===== config.mk =====
export PLATFORM = sky130hd
export DESIGN_NAME = ras_ctrl
export DESIGN_NICKNAME = d
export VERILOG_FILES = /design/src/rtl/taiga_config.sv /design/src/rtl/taiga_types.sv /design/src/rtl/ras_spec_log.sv /design/src/rtl/ras_ctrl.sv
export SDC_FILE = /design/constraint.sdc
export NUM_CORES = 1
export LEC_CHECK = 0
export ABC_AREA = 1
export CORE_MARGIN = 1.5
export CORE_UTILIZATION = 35
export DETAILED_ROUTE_END_ITERATION = 6
export GPL_TIMING_DRIVEN = 0
export PLACE_DENSITY = 0.55
export SYNTH_ARGS = -nofsm -noshare
export SYNTH_HDL_FRONTEND = slang
export SYNTH_HIERARCHICAL = 1
export SYNTH_SLANG_ARGS = --single-unit
export TNS_END_PERCENT = 30

===== constraint.sdc =====
create_clock -name clk -period 5.16 [get_ports clk]
set_input_delay 0.774 -clock clk [delete_from_list [all_inputs] [get_ports clk]]
set_output_delay 0.774 -clock clk [all_outputs]
set_load 0.05 [all_outputs]

===== src/rtl/taiga_config.sv =====
// -----------------------------------------------------------------------------
// taiga_config
// Build-time configuration shared by the return-address-stack logic.
//   SPEC_LOG_DEPTH : number of uncommitted speculative RAS ops that can be
//                    tracked for rollback (power of two, >= 2)
//   RAS_DEPTH      : depth of the return address stack being controlled
// -----------------------------------------------------------------------------
package taiga_config;

   localparam int SPEC_LOG_DEPTH = 4;
   localparam int RAS_DEPTH      = 8;

endpackage


===== src/rtl/taiga_types.sv =====
// -----------------------------------------------------------------------------
// taiga_types
// Types shared by the RAS controller and its speculation log.
//   ras_op_t         : kind of speculative RAS operation that was applied
//   ras_log_entry_t  : one undo record {op, saved top-of-stack, saved valid}
//   ras_ctrl_state_t : controller FSM state (also exported for debug)
// -----------------------------------------------------------------------------
package taiga_types;

   typedef enum logic [1:0] {
      PUSH = 2'd0,
      POP  = 2'd1,
      SWAP = 2'd2
   } ras_op_t;

   typedef struct packed {
      ras_op_t     op;
      logic [31:0] saved;
      logic        saved_v;
   } ras_log_entry_t;

   typedef enum logic {
      RC_IDLE    = 1'b0,
      RC_RECOVER = 1'b1
   } ras_ctrl_state_t;

endpackage


===== src/rtl/ras_spec_log.sv =====
// -----------------------------------------------------------------------------
// ras_spec_log
// Circular buffer of speculative RAS undo records. New records enter at the
// tail; commits retire the oldest record at the head; rollback removes the
// newest record from the tail.
// Ports:
//   clk, rst_n      : clock, asynchronous active-low reset
//   push_tail_i     : append push_entry_i as the newest record
//   push_entry_i    : record to append
//   pop_head_i      : retire the oldest record (ignored by caller when empty)
//   pop_tail_i      : remove the newest record (rollback)
//   tail_entry_o    : newest record (valid when not empty)
//   full_o, empty_o : occupancy flags
//   last_o          : exactly one record held
// -----------------------------------------------------------------------------
module ras_spec_log
   import taiga_types::*;
#(
   parameter int DEPTH = taiga_config::SPEC_LOG_DEPTH
) (
   input  logic           clk,
   input  logic           rst_n,
   input  logic           push_tail_i,
   input  ras_log_entry_t push_entry_i,
   input  logic           pop_head_i,
   input  logic           pop_tail_i,
   output ras_log_entry_t tail_entry_o,
   output logic           full_o,
   output logic           empty_o,
   output logic           last_o
);

   localparam int PW = $clog2(DEPTH);
   localparam int CW = PW + 1;

   ras_log_entry_t mem_q [DEPTH];
   logic [PW-1:0]  head_q, head_d;
   logic [PW-1:0]  tail_q, tail_d;
   logic [CW-1:0]  count_q, count_d;
   logic [PW-1:0]  newest_idx;

   // Pointers wrap naturally because DEPTH is a power of two.
   always_comb begin
      head_d = head_q;
      tail_d = tail_q;
      if (pop_head_i) head_d = head_q + PW'(1);
      if (push_tail_i)     tail_d = tail_q + PW'(1);
      else if (pop_tail_i) tail_d = tail_q - PW'(1);
      count_d = count_q + CW'(push_tail_i) - CW'(pop_head_i) - CW'(pop_tail_i);
   end

   always_ff @(posedge clk or negedge rst_n) begin
      if (!rst_n) begin
         head_q  <= '0;
         tail_q  <= '0;
         count_q <= '0;
      end else begin
         head_q  <= head_d;
         tail_q  <= tail_d;
         count_q <= count_d;
      end
   end

   // Storage needs no reset: a slot is only read after it has been written.
   always_ff @(posedge clk) begin
      if (push_tail_i) mem_q[tail_q] <= push_entry_i;
   end

   assign newest_idx   = tail_q - PW'(1);
   assign tail_entry_o = mem_q[newest_idx];
   assign full_o       = (count_q == CW'(DEPTH));
   assign empty_o      = (count_q == '0);
   assign last_o       = (count_q == CW'(1));

endmodule


===== src/rtl/ras_ctrl.sv =====
// -----------------------------------------------------------------------------
// ras_ctrl
// Speculative return-address-stack controller. Fetch-time calls/returns are
// applied to the RAS immediately and logged; commits retire the oldest log
// record, a flush rolls the RAS back by undoing records newest-first, one per
// cycle, while busy is high.
// Ports:
//   clk, rst_n                       : clock, asynchronous active-low reset
//   fetch_valid/_is_call/_is_ret     : predicted control transfer (both = swap)
//   fetch_ret_addr                   : link address to push
//   ctrl_ready                       : fetch op can be accepted this cycle
//   predict_addr, predict_valid      : predicted return target
//   commit                           : oldest speculative op resolved correct
//   flush                            : misprediction, undo uncommitted ops
//   ras_push, ras_pop, ras_new_addr  : RAS write controls
//   ras_addr, ras_valid              : RAS top-of-stack
//   busy                             : rollback in progress
//   dbg_state                        : FSM state
// Handshake: a fetch op is taken in any cycle where fetch_valid and ctrl_ready
// are both high and the op is a call and/or return; there is no holding, an
// op presented while ctrl_ready is low is simply not taken.
// -----------------------------------------------------------------------------
module ras_ctrl
   import taiga_types::*;
#(
   parameter int SPEC_LOG_DEPTH = taiga_config::SPEC_LOG_DEPTH,
   parameter int RAS_DEPTH      = taiga_config::RAS_DEPTH
) (
   input  logic            clk,
   input  logic            rst_n,
   input  logic            fetch_valid,
   input  logic            fetch_is_call,
   input  logic            fetch_is_ret,
   input  logic [31:0]     fetch_ret_addr,
   output logic            ctrl_ready,
   output logic [31:0]     predict_addr,
   output logic            predict_valid,
   input  logic            commit,
   input  logic            flush,
   output logic            ras_push,
   output logic            ras_pop,
   output logic [31:0]     ras_new_addr,
   input  logic [31:0]     ras_addr,
   input  logic            ras_valid,
   output logic            busy,
   output ras_ctrl_state_t dbg_state
);

   if (SPEC_LOG_DEPTH < 2 || (SPEC_LOG_DEPTH & (SPEC_LOG_DEPTH - 1)) != 0) begin : g_bad_log_depth
      $error("ras_ctrl: SPEC_LOG_DEPTH must be a power of two >= 2");
   end
   if (RAS_DEPTH < 1) begin : g_bad_ras_depth
      $error("ras_ctrl: RAS_DEPTH must be >= 1");
   end

   ras_ctrl_state_t state_q, state_d;

   logic           log_push, log_pop_head, log_pop_tail;
   logic           log_full, log_empty, log_last;
   ras_log_entry_t log_new_entry, log_tail_entry;
   logic           idle, accept;

   assign idle = (state_q == RC_IDLE);

   // rst_n gates acceptance so no RAS write can escape while reset is held.
   assign ctrl_ready    = rst_n & idle & ~log_full & ~flush;
   assign accept        = fetch_valid & ctrl_ready & (fetch_is_call | fetch_is_ret);
   assign predict_addr  = ras_addr;
   assign predict_valid = ras_valid & idle;
   assign busy          = ~idle;
   assign dbg_state     = state_q;

   always_ff @(posedge clk or negedge rst_n) begin
      if (!rst_n) state_q <= RC_IDLE;
      else        state_q <= state_d;
   end

   always_comb begin
      state_d       = state_q;
      ras_push      = 1'b0;
      ras_pop       = 1'b0;
      ras_new_addr  = '0;
      log_push      = 1'b0;
      log_pop_head  = 1'b0;
      log_pop_tail  = 1'b0;
      log_new_entry = '0;
      case (state_q)
         RC_IDLE: begin
            log_pop_head = commit & ~log_empty;
            if (accept) begin
               log_push              = 1'b1;
               ras_push              = fetch_is_call;
               ras_pop               = fetch_is_ret;
               ras_new_addr          = fetch_is_call ? fetch_ret_addr : '0;
               log_new_entry.saved   = ras_addr;
               log_new_entry.saved_v = ras_valid;
               if (fetch_is_call && fetch_is_ret) log_new_entry.op = SWAP;
               else if (fetch_is_call)            log_new_entry.op = PUSH;
               else                               log_new_entry.op = POP;
            end
            // Rollback only if something survives the same-cycle commit.
            if (flush && !(log_empty || (log_last && log_pop_head)))
               state_d = RC_RECOVER;
         end
         RC_RECOVER: begin
            log_pop_tail = 1'b1;
            case (log_tail_entry.op)
               PUSH: ras_pop = 1'b1;
               POP: begin
                  if (log_tail_entry.saved_v) begin
                     ras_push     = 1'b1;
                     ras_new_addr = log_tail_entry.saved;
                  end
               end
               SWAP: begin
                  ras_push     = 1'b1;
                  ras_pop      = 1'b1;
                  ras_new_addr = log_tail_entry.saved;
               end
               default: ;
            endcase
            if (log_last) state_d = RC_IDLE;
         end
         default: state_d = RC_IDLE;
      endcase
   end

   ras_spec_log #(
      .DEPTH(SPEC_LOG_DEPTH)
   ) u_log (
      .clk          (clk),
      .rst_n        (rst_n),
      .push_tail_i  (log_push),
      .push_entry_i (log_new_entry),
      .pop_head_i   (log_pop_head),
      .pop_tail_i   (log_pop_tail),
      .tail_entry_o (log_tail_entry),
      .full_o       (log_full),
      .empty_o      (log_empty),
      .last_o       (log_last)
   );

endmodule


# Yosys cells after proc, flatten, opt, wreduce, memory -nomap -nowiden
# Memories as Yosys holds them, arrays and structs flattened.
# Cells that the tools add are included.
[word_totals]
reg_bits = 6
latchBits = 0
mem_bits_rw = 140
romBits = 0
in_bits = 72
output_inout_bits = 70
wordCells = 61
memories = 1
[op_classes]
n_addsub = 5
mul = 0
div_mod_pow = 0
n_lt_le_gt_ge = 0
eq_ne = 4
shift = 0
n_mux = 27
bitwise = 12
reduce_logical = 9
[memory_table]
columns = ["name", "depth", "width", "read_ports", "rd_ports_with_merged_regs", "wr", "line_no", "source"]
rows = [
  ["u_log.mem_q", 4, 35, 1, 0, 1, "ras_spec_log.sv:36", "ras_log_entry_t mem_q [DEPTH];"],
]
[op_table]
columns = ["cell", "count"]
rows = [
  ["$pmux W32 S2", 2],
  ["$mux W32", 3],
  ["$mux W35", 2],
  ["$mux W1", 13],
  ["$pmux W1 S2", 4],
  ["$and A1 B1 Y1", 7],
  ["$mux W2", 3],
  ["$sub A3 B1 Y3", 2],
  ["$not A1 Y1", 4],
  ["$add A3 B1 Y3", 1],
  ["$eq A3 B1 Y1 const B", 1],
  ["$eq A3 B3 Y1 const B", 1],
  ["$logic_and A1 B1 Y1", 3],
  ["$logic_not A3 Y1", 1],
  ["$add A2 B1 Y2 const B", 1],
  ["$eq A2 B1 Y1 const B", 1],
  ["$eq A2 B2 Y1 const B", 1],
  ["$logic_not A2 Y1", 1],
  ["$reduce_bool A2 Y1", 1],
  ["$reduce_or A2 Y1", 1],
  ["$sub A2 B1 Y2 const B", 1],
  ["$logic_not A1 Y1", 1],
  ["$logic_or A1 B1 Y1", 1],
  ["$or A1 B1 Y1", 1],
]

# Longest topological paths before layout
# Gate-level depths: netlist of the first run.
[depth]
ltp_word = 11
ltp_mapped = 16
ltp_nobuf = 15

# By module
# Netlist of the first run, hierarchy kept.
[by_module_without_submodules]
columns = ["module", "n_inst", "cells_per_inst", "area_each_um2"]
rows = [
  ["ras_spec_log", 1, 598, 6297.3],
  ["ras_ctrl", 1, 316, 1788.0],
]

# Worst setup path after synthesis of the first run
# No wires, ideal clock.
[synth_timing]
kind = "flip-flop to output port"
from = "register u_log.tail_q[0]"
to = "output port ras_new_addr[10]"
arrival_ps = 2629
required_ps = 4386
path_slack_ps = 1757
path_stages_with_launch = 17
cell_sequence = "dfrtp_1 > buf_6 > inv_6 > buf_6 > ha_1 > buf_4 > inv_4 > buf_4 > nand3_1 > nand2_1 > inv_1 > ha_1 > nand2_1 > inv_1 > buf_2 > nand3_1 > nand2_1"
[synth_rtl]
columns = ["item", "line_no", "source"]
rows = [
  ["start, declared", "ras_spec_log.sv:38", "logic [PW-1:0] tail_q, tail_d;"],
  ["start signal, assigned", "ras_spec_log.sv:59", "tail_q <= tail_d;"],
  ["end, declared", "ras_ctrl.sv:42", "output logic [31:0] ras_new_addr,"],
]

==> results of run 1 <==
[synthesized netlist by cell type (all sizes together)]
master / number
fa: 1
inv: 231
nand2: 266
edfxtp: 140
a21oi: 2
o21ai: 1
dfrtp: 6
nand3: 138
ha: 10
nor3: 2
clkbuf: 3
xor2: 1
nor2: 42
buf: 71
[routing by layer]
layer	track usage [%]	vias to the layer above	share of wire, %
met3	3.175	18	5.8
met2	26.65	172	47
met4	5.861	0	1.5
met5	0	-	0
met1	22.50	2678	46
li1	-	3084	-
[final cells by class]
class	count	area, um2	area share (%)
sequential	146	4354	41.55
multi-input combinational	463	2307	22.02
timing repair buffer	143	1506	14.38
inverter	231	874.6	8.346
buffer	74	553.0	5.278
clock buffer	19	432.9	4.131
tap	285	356.6	3.403
clock inverter	13	93.84	0.8955
[worst register-to-register path: stages (launching register included)]
cell,delay [ns]
dfrtp_1,0.50
inv_2,0.13
nand2_4,0.07
nor2_8,0.28
nand2_8,0.16
buf_8,0.21
inv_2,0.15
nand2_1,0.08
inv_2,0.68
[through the flow]
| stage | utilization [%] | worst slack [ns] |
|---|---|---|
| 6_report | 46.28 | 0.1844 |
| 5_1_grt | 46.28 | 0.00002753 |
| 4_1_cts | 46.07 | 0.04794 |
| 3_5_place_dp | 43.74 | 0.4809 |
| 3_3_place_gp | 43.48 | 0.5422 |
| 2_1_floorplan | - | 1.757 |
[logic make-up (layout without fill, tap and decap cells)]
family,Yosys count,after routing
compound gates,3,3
xor+xnor,1,1
fa+ha+maj,11,11
buf+inv,305,480
flops,146,146
simple gates,448,448
[path summary, 6_finish.rpt]
check / slack (ns) / startpoint / endpoint
hold / removal: 0.55 / u_log/tail_q[1] / u_log/tail_q[1]
hold reg to reg: 0.55 / u_log/tail_q[1] / u_log/tail_q[1]
min in group asynchronous: 0.64 / rst_n / u_log/count_q[2]
setup / recovery: 0.18 / u_log/tail_q[0] / ras_new_addr[13]
setup reg to reg: 2.49 / busy / u_log/mem_q[3][16]
max in group asynchronous: 4.24 / rst_n / busy
[power breakdown]
part | leakage [nW] | total (mW) | switching [mW] | internal [mW]
clock | 0.250 | 1.10 | 0.449 | 0.650
sequential | 1.60 | 1.36 | 0.0315 | 1.33
combinational | 3.43 | 2.66 | 1.82 | 0.846
[sequential cells by signal, summed over array words and instances, names as in the netlist]
signal	flops
busy	1
u_log/count_q	3
u_log/mem_q	140
u_log/tail_q	2
==> PnR_summary.wiki, run 1 <==
{| class="wikitable"
! Metric !! Value
|-
| Outcome || complete, no violations
|-
| Die area || between 0.02 and 0.025 mm2
|-
| Total instance count after detailed placement || 1342
|-
| Syn nets || 997
|-
| Total non-filler cell area in the finished layout || 0.01048 mm2
|-
| Most repeated library cell on the critical path || nand2_1
|-
| Slowest cell on crit path || clkdlybuf4s50_1
|-
| Number of H-tree levels || 4
|-
| RSZ-0062 raised after global routing || no
|-
| Fraction of post-synthesis cell area in the top cell type by area || 52.00%
|-
| Worst Setup Start Kind || flop
|-
| Site row count || 55
|-
| Clock transition at path regs || roughly 0.050 ns
|-
| Critical path, cell by cell || buf_6 > inv_6 > buf_6 > ha_1 > buf_4 > inv_4 > buf_4 > nand3_1 > nand2_1 > inv_1 > ha_1 > nand2_1 > inv_1 > buf_2 > nand3_1 > nand2_1 > clkdlybuf4s50_1
|-
| Data arrival time at the worst-slack endpoint || 4.20 ns
|-
| Fillers || between 2000 and 2500
|-
| Gate family responsible for the most delay along the worst path || buffers and inverters
|-
| Final clock skew || 0.006402 ns
|-
| Boundary Pins || 142
|-
| Period utilisation layout || between 90% and 100%
|-
| Largest incremental delay on the critical path || 0.80 ns
|-
| Synth top area cells || edfxtp_1, nand2_1, inv_1, nand3_1, buf_4
|-
| Smallest hold slack || 0.5462 ns
|-
| Clock tree from TritonCTS || done
|-
| Per-instance average area after synthesis || between 8 and 9 um2
|-
| Clock Sinks || between 100 and 150
|-
| Post-cts gate resize count || 0
|-
| Count of nets left with antenna violations after detail routing || 0
|-
| Routed wire length || 19.16 mm
|-
| Summed instance area of the synthesized netlist || 0.008085 mm2
|-
| Area overhead of the layout relative to synthesis || 29.60%
|-
| Final min period || 4.976 ns
|-
| Largest net degree at the start of global routing || 36
|-
| Global-route wire length before repair || just over 30 mm
|-
| Core Footprint || between 0.02 and 0.025 mm2
|-
| Nets || 1159
|-
| Vias in the first global route || 5609
|-
| Fraction of layout instances using a drive strength above 1 || 13.04%
|-
| Number of DRC markers in iteration 0 || 333
|-
| Kind of end point of the critical path || output port
|-
| Share of synthesized area occupied by flip-flops and latches || 53.85%
|-
| Most frequent cells in the layout || nand2_1, inv_1, edfxtp_1, nand3_1, clkdlybuf4s50_1
|-
| Multiplexer fraction of the synthesized cell area || 0%
|-
| Remaining global-route overflow || 0
|-
| Longest Clk Path Bufs || 2
|-
| Die Wd || 155.0 um
|-
| Largest voltage drop on the vdd net || 0.3096 mV
|-
| Cell count after synthesis || 914
|-
| Number of cells traversed by the worst hold path || 2
|-
| Hold Fails Final Rpt || 0
|-
| Type of the worst min-delay path || flop to flop
|-
| Total via count in the routed design || 5952
|-
| Measured slew at the worst slew-check pin || 0.9443 ns
|-
| Simple-Gate Fraction of Synth Area || 26.45%
|-
| Total global routing track utilization || between 15 and 20%
|-
| Pleak || about 5.3 nW
|-
| Area after detailed placement || 0.009903 mm2
|-
| Crit path required time || 4.39 ns
|-
| Effective utilization at floorplan || 35.71%
|-
| Antenna violations before repair || 0
|-
| Commonest non-fill, non-tap cell in the layout || nand2_1
|-
| Max frequency || 0.2010 GHz
|-
| First-pass iteration count of the detailed router || 5
|-
| Number of buffers added by the clock tree synthesis step || 17
|-
| Combinational family with the most area after synthesis || simple AND/OR/NAND/NOR gates
|-
| Count of state elements after synthesis || about 150
|-
| Post-DR vias/cell || 4.332
|-
| Number of buffer cells added on primary ports || 140
|-
| Final HPWL DP || 12.91 mm
|-
| Post-detailed-route DRC marker count || 0
|-
| Clock Latency Late Sink || 0.42 ns
|-
| Cell Count, Final, Fillers Out || 1374
|-
| Max-cap viol count || 0
|-
| Area fraction in compound gates after synthesis || 0.1857%
|-
| Hold buffer count at CTS || 0
|-
| Worst slew margin relative to its limit || 36.95%
|-
| Max-slew violation count || 0
|-
| Library cell occupying the most area in the post-synthesis netlist || edfxtp_1
|-
| Final weighted congestion of routability-driven global placement || 0.7458
|-
| Adder-Cell Fraction of Synth Area || 1.795%
|-
| Final sum of negative setup slack || 0 ns
|-
| Mean routed wirelength per cell || 13.95 um
|-
| Length in cells of the worst reg-to-reg path || 8
|-
| Number of different library cells in the post-synthesis netlist || 24
|-
| Total chip power || 5.120 mW
|-
| Buffers & Inverters on Critical Path || 10
|-
| # diodes || 0
|-
| Worst setup path class || flop to output port
|-
| Post-CTS setup-driven buffer insertion count || 0
|-
| Power Density || 488.6 mW/mm2
|-
| Clk Tree Root Cell || clkbuf_16
|-
| Post-synthesis share of cell area spent on xor and xnor gates || less than 1%
|-
| Path length in cells of the critical path || 17
|-
| Final setup violation count || 0
|-
| Yosys warning total || 6
|-
| Crit-path max FO || 11
|-
| Chip Height || 155.0 um
|}
Power figures use the tool's default switching activity.
==> run 2: changes to the inputs <==
DONT_BUFFER_PORTS = 1   (was not set)
GPL_ROUTABILITY_DRIVEN = 0   (was not set)
PLACE_DENSITY = 0.47   (was 0.55)
==> PnR_summary.wiki, run 2 (same netlist as run 1, synthesis figures left out) <==
{| class="wikitable"
! Metric !! Value
|-
| Outcome || complete, no violations (unchanged)
|-
| Fraction of layout instances using a drive strength above 1 || 15.37% (was 13.04%)
|-
| Hold buffer count at CTS || 0 (unchanged)
|-
| Final min period || 4.578 ns (was 4.976 ns)
|-
| Crit-path max FO || 11 (unchanged)
|-
| Gate power share || 48.2% (was 52.0%)
|-
| Final setup violation count || 0 (unchanged)
|-
| Data arrival time at the worst-slack endpoint || 3.80 ns (was 4.20 ns)
|-
| Reg2reg end || u_log/count_q[2] (was u_log/mem_q[3][16])
|-
| Site row count || 55 (unchanged)
|-
| Worst Setup Start Kind || flop (unchanged)
|-
| Total instance count after detailed placement || 1203 (was 1342)
|-
| Most frequent cells in the layout || nand2_1, inv_1, edfxtp_1, nand3_1, buf_4 (was nand2_1, inv_1, edfxtp_1, nand3_1, clkdlybuf4s50_1)
|-
| Clock Latency Late Sink || 0.43 ns (was 0.42 ns)
|-
| Number of flip-flops under the largest register name || 140 (unchanged)
|-
| Most flops, register || u_log/mem_q (unchanged)
|-
| Die area || 0.02402 mm2 (unchanged)
|-
| Part of the power in registers || 27.3% (was 26.5%)
|-
| Total global routing track utilization || 16.92% (was 16.62%)
|-
| Core Footprint || 0.02264 mm2 (unchanged)
|-
| Minimum setup slack after placement || 1.023 ns (was 0.4809 ns)
|-
| Chip Height || 155.0 um (unchanged)
|-
| Routed wire length || 19.38 mm (was 19.16 mm)
|-
| Pleak || 4.443 nW (was 5.279 nW)
|-
| Clock tree from TritonCTS || done (unchanged)
|-
| Cell Count, Final, Fillers Out || 1235 (was 1374)
|-
| Area overhead of the layout relative to synthesis || 12.72% (was 29.60%)
|-
| Post-detailed-route DRC marker count || 0 (unchanged)
|-
| Post-cts gate resize count || 0 (unchanged)
|-
| Die Wd || 155.0 um (unchanged)
|-
| Number of DRC markers in iteration 0 || 338 (was 333)
|-
| Smallest hold slack || 0.04916 ns (was 0.5462 ns)
|-
| Vias in the first global route || 5267 (was 5609)
|-
| Clk Tree Root Cell || clkbuf_16 (unchanged)
|-
| Hold Fails Final Rpt || 0 (unchanged)
|-
| Number of buffer cells added on primary ports || 0 (was 140)
|-
| Type of the worst min-delay path || input port to asynchronous set/reset pin (was flop to flop)
|-
| Switching power summed over all nets || 2.330 mW (was 2.298 mW)
|-
| Kind of end point of the critical path || output port (unchanged)
|-
| Total chip power || 5.015 mW (was 5.120 mW)
|-
| Internal || 2.686 mW (was 2.822 mW)
|-
| Largest registers || u_log/mem_q: 140 flops, u_log/count_q: 3 flops, u_log/tail_q: 2 flops (unchanged)
|-
| Final HPWL DP || 12.60 mm (was 12.91 mm)
|-
| Sequential standard cell area || 0.004354 mm2 (unchanged)
|-
| Clock transition at path regs || 0.06 ns (was 0.05 ns)
|-
| Worst setup slack for register-to-register paths || 2.37 ns (was 2.49 ns)
|-
| Number of buffers added by the clock tree synthesis step || 17 (unchanged)
|-
| Number of H-tree levels || 4 (unchanged)
|-
| Global-route wire length before repair || 29.78 mm (was 30.29 mm)
|-
| Max-cap viol count || 0 (unchanged)
|-
| Clock Power Share || 24.6% (was 21.5%)
|-
| Largest voltage drop on the vdd net || 0.3213 mV (was 0.3096 mV)
|-
| Boundary Pins || 142 (unchanged)
|-
| # diodes || 0 (unchanged)
|-
| Measured slew at the worst slew-check pin || 0.8791 ns (was 0.9443 ns)
|-
| Largest net degree at the start of global routing || 32 (was 36)
|-
| Mean routed wirelength per cell || 15.69 um (was 13.95 um)
|-
| Commonest non-fill, non-tap cell in the layout || nand2_1 (unchanged)
|-
| Fillers || 2274 (was 2170)
|-
| Longest Clk Path Bufs || 2 (unchanged)
|-
| End of the critical path || ras_new_addr[9] (was ras_new_addr[13])
|-
| Length in cells of the worst reg-to-reg path || 11 (was 8)
|-
| Crit path required time || 4.39 ns (about the same)
|-
| Power Density || 550.3 mW/mm2 (was 488.6 mW/mm2)
|-
| Footprint of the multi-input gates || 0.002307 mm2 (unchanged)
|-
| Clock Sinks || 146 (unchanged)
|-
| Final sum of negative setup slack || 0 ns (unchanged)
|-
| First-pass iteration count of the detailed router || 4 (was 5)
|-
| Effective utilization at floorplan || 35.71% (unchanged)
|-
| Worst slew margin relative to its limit || 41.18% (was 36.95%)
|-
| Nets || 1020 (was 1159)
|-
| Least setup slack across all paths after layout || 0.5818 ns (was 0.1844 ns)
|-
| Start point of the critical path || u_log/tail_q[0] (unchanged)
|-
| Post-CTS setup-driven buffer insertion count || 0 (unchanged)
|-
| Fraction of power spent switching nets || 46.45% (was 44.89%)
|-
| Reg2reg start || busy (unchanged)
|-
| Worst setup path class || flop to output port (unchanged)
|-
| Remaining global-route overflow || 0 (unchanged)
|-
| Total via count in the routed design || 5408 (was 5952)
|-
| RSZ-0062 raised after global routing || no (unchanged)
|-
| Count of nets left with antenna violations after detail routing || 0 (unchanged)
|-
| Max frequency || 0.2184 GHz (was 0.2010 GHz)
|-
| Max-slew violation count || 0 (unchanged)
|-
| Period utilisation layout || 88.73% (was 96.43%)
|-
| Antenna violations before repair || 0 (unchanged)
|-
| Final clock skew || 0.01286 ns (was 0.006402 ns)
|-
| Post-DR vias/cell || 4.379 (was 4.332)
|}
[run 2: cell count changes in the layout (fill, tap and decap cells not counted), sizes merged, moves of 2 or more]
cell	before	now
bufinv	1	3
clkinvlp	2	5
dlymetal6s2s	18	0
clkinv	9	4
clkdlybuf4s50	122	0
[run 2: worst min-delay path by stage]
stage | end | from | depth (start not counted) | slack [ns]
after floorplan | busy | rst_n | 0 | 0.48
after global placement | u_log/count_q[2] | rst_n | 0 | 0.48
after detailed placement | u_log/count_q[2] | rst_n | 0 | 0.48
after CTS | u_log/count_q[2] | rst_n | 0 | 0.03
after global routing | u_log/count_q[2] | rst_n | 0 | 0.03
final | u_log/count_q[2] | rst_n | 0 | 0.05
[run 2: power groups by stage]
stage	registers (mW)	clock network (mW)	logic, mW
after floorplan	1.38	0	1.81
after global placement	1.39	0	2.43
after detailed placement	1.39	0	2.44
after CTS	1.37	1.26	2.45
after global routing	1.37	1.30	2.68
final	1.37	1.23	2.42
[run 2: critical path: stages, from the launching register on]
cell	delay, ns
dfrtp_1	0.42
buf_6	0.16
inv_6	0.11
buf_6	0.19
ha_1	0.25
buf_4	0.19
inv_4	0.14
buf_4	0.22
nand3_1	0.09
nand2_1	0.11
inv_1	0.07
ha_1	0.28
nand2_1	0.05
inv_1	0.25
buf_2	0.29
nand3_1	0.15
nand2_1	0.41
[run 2: cell type report]
type	count	share of cell area, %
clock inverters	14	1.785
multi-input cells	463	25.32
repair buffers	4	0.8786
well taps	285	3.913
inverters	231	9.596
flip-flops and latches	146	47.78
plain buffers	74	6.027
clock buffers	18	4.709
[run 2: stage by stage]
stage,utilization (%),instance area [um2]
4_1_cts,40.25,9114
5_1_grt,40.25,9114
2_1_floorplan,-,8085
6_report,40.25,9114
3_3_place_gp,37.29,8442
3_5_place_dp,37.64,8522
[run 2: per-layer routing]
layer	routed length [um]	share of wire (%)	global-route usage (%)
met1	9028	47	22.22
met2	9181	47	28.04
met3	934	4.8	3.287
met4	236	1.2	5.678
met5	0	0	0
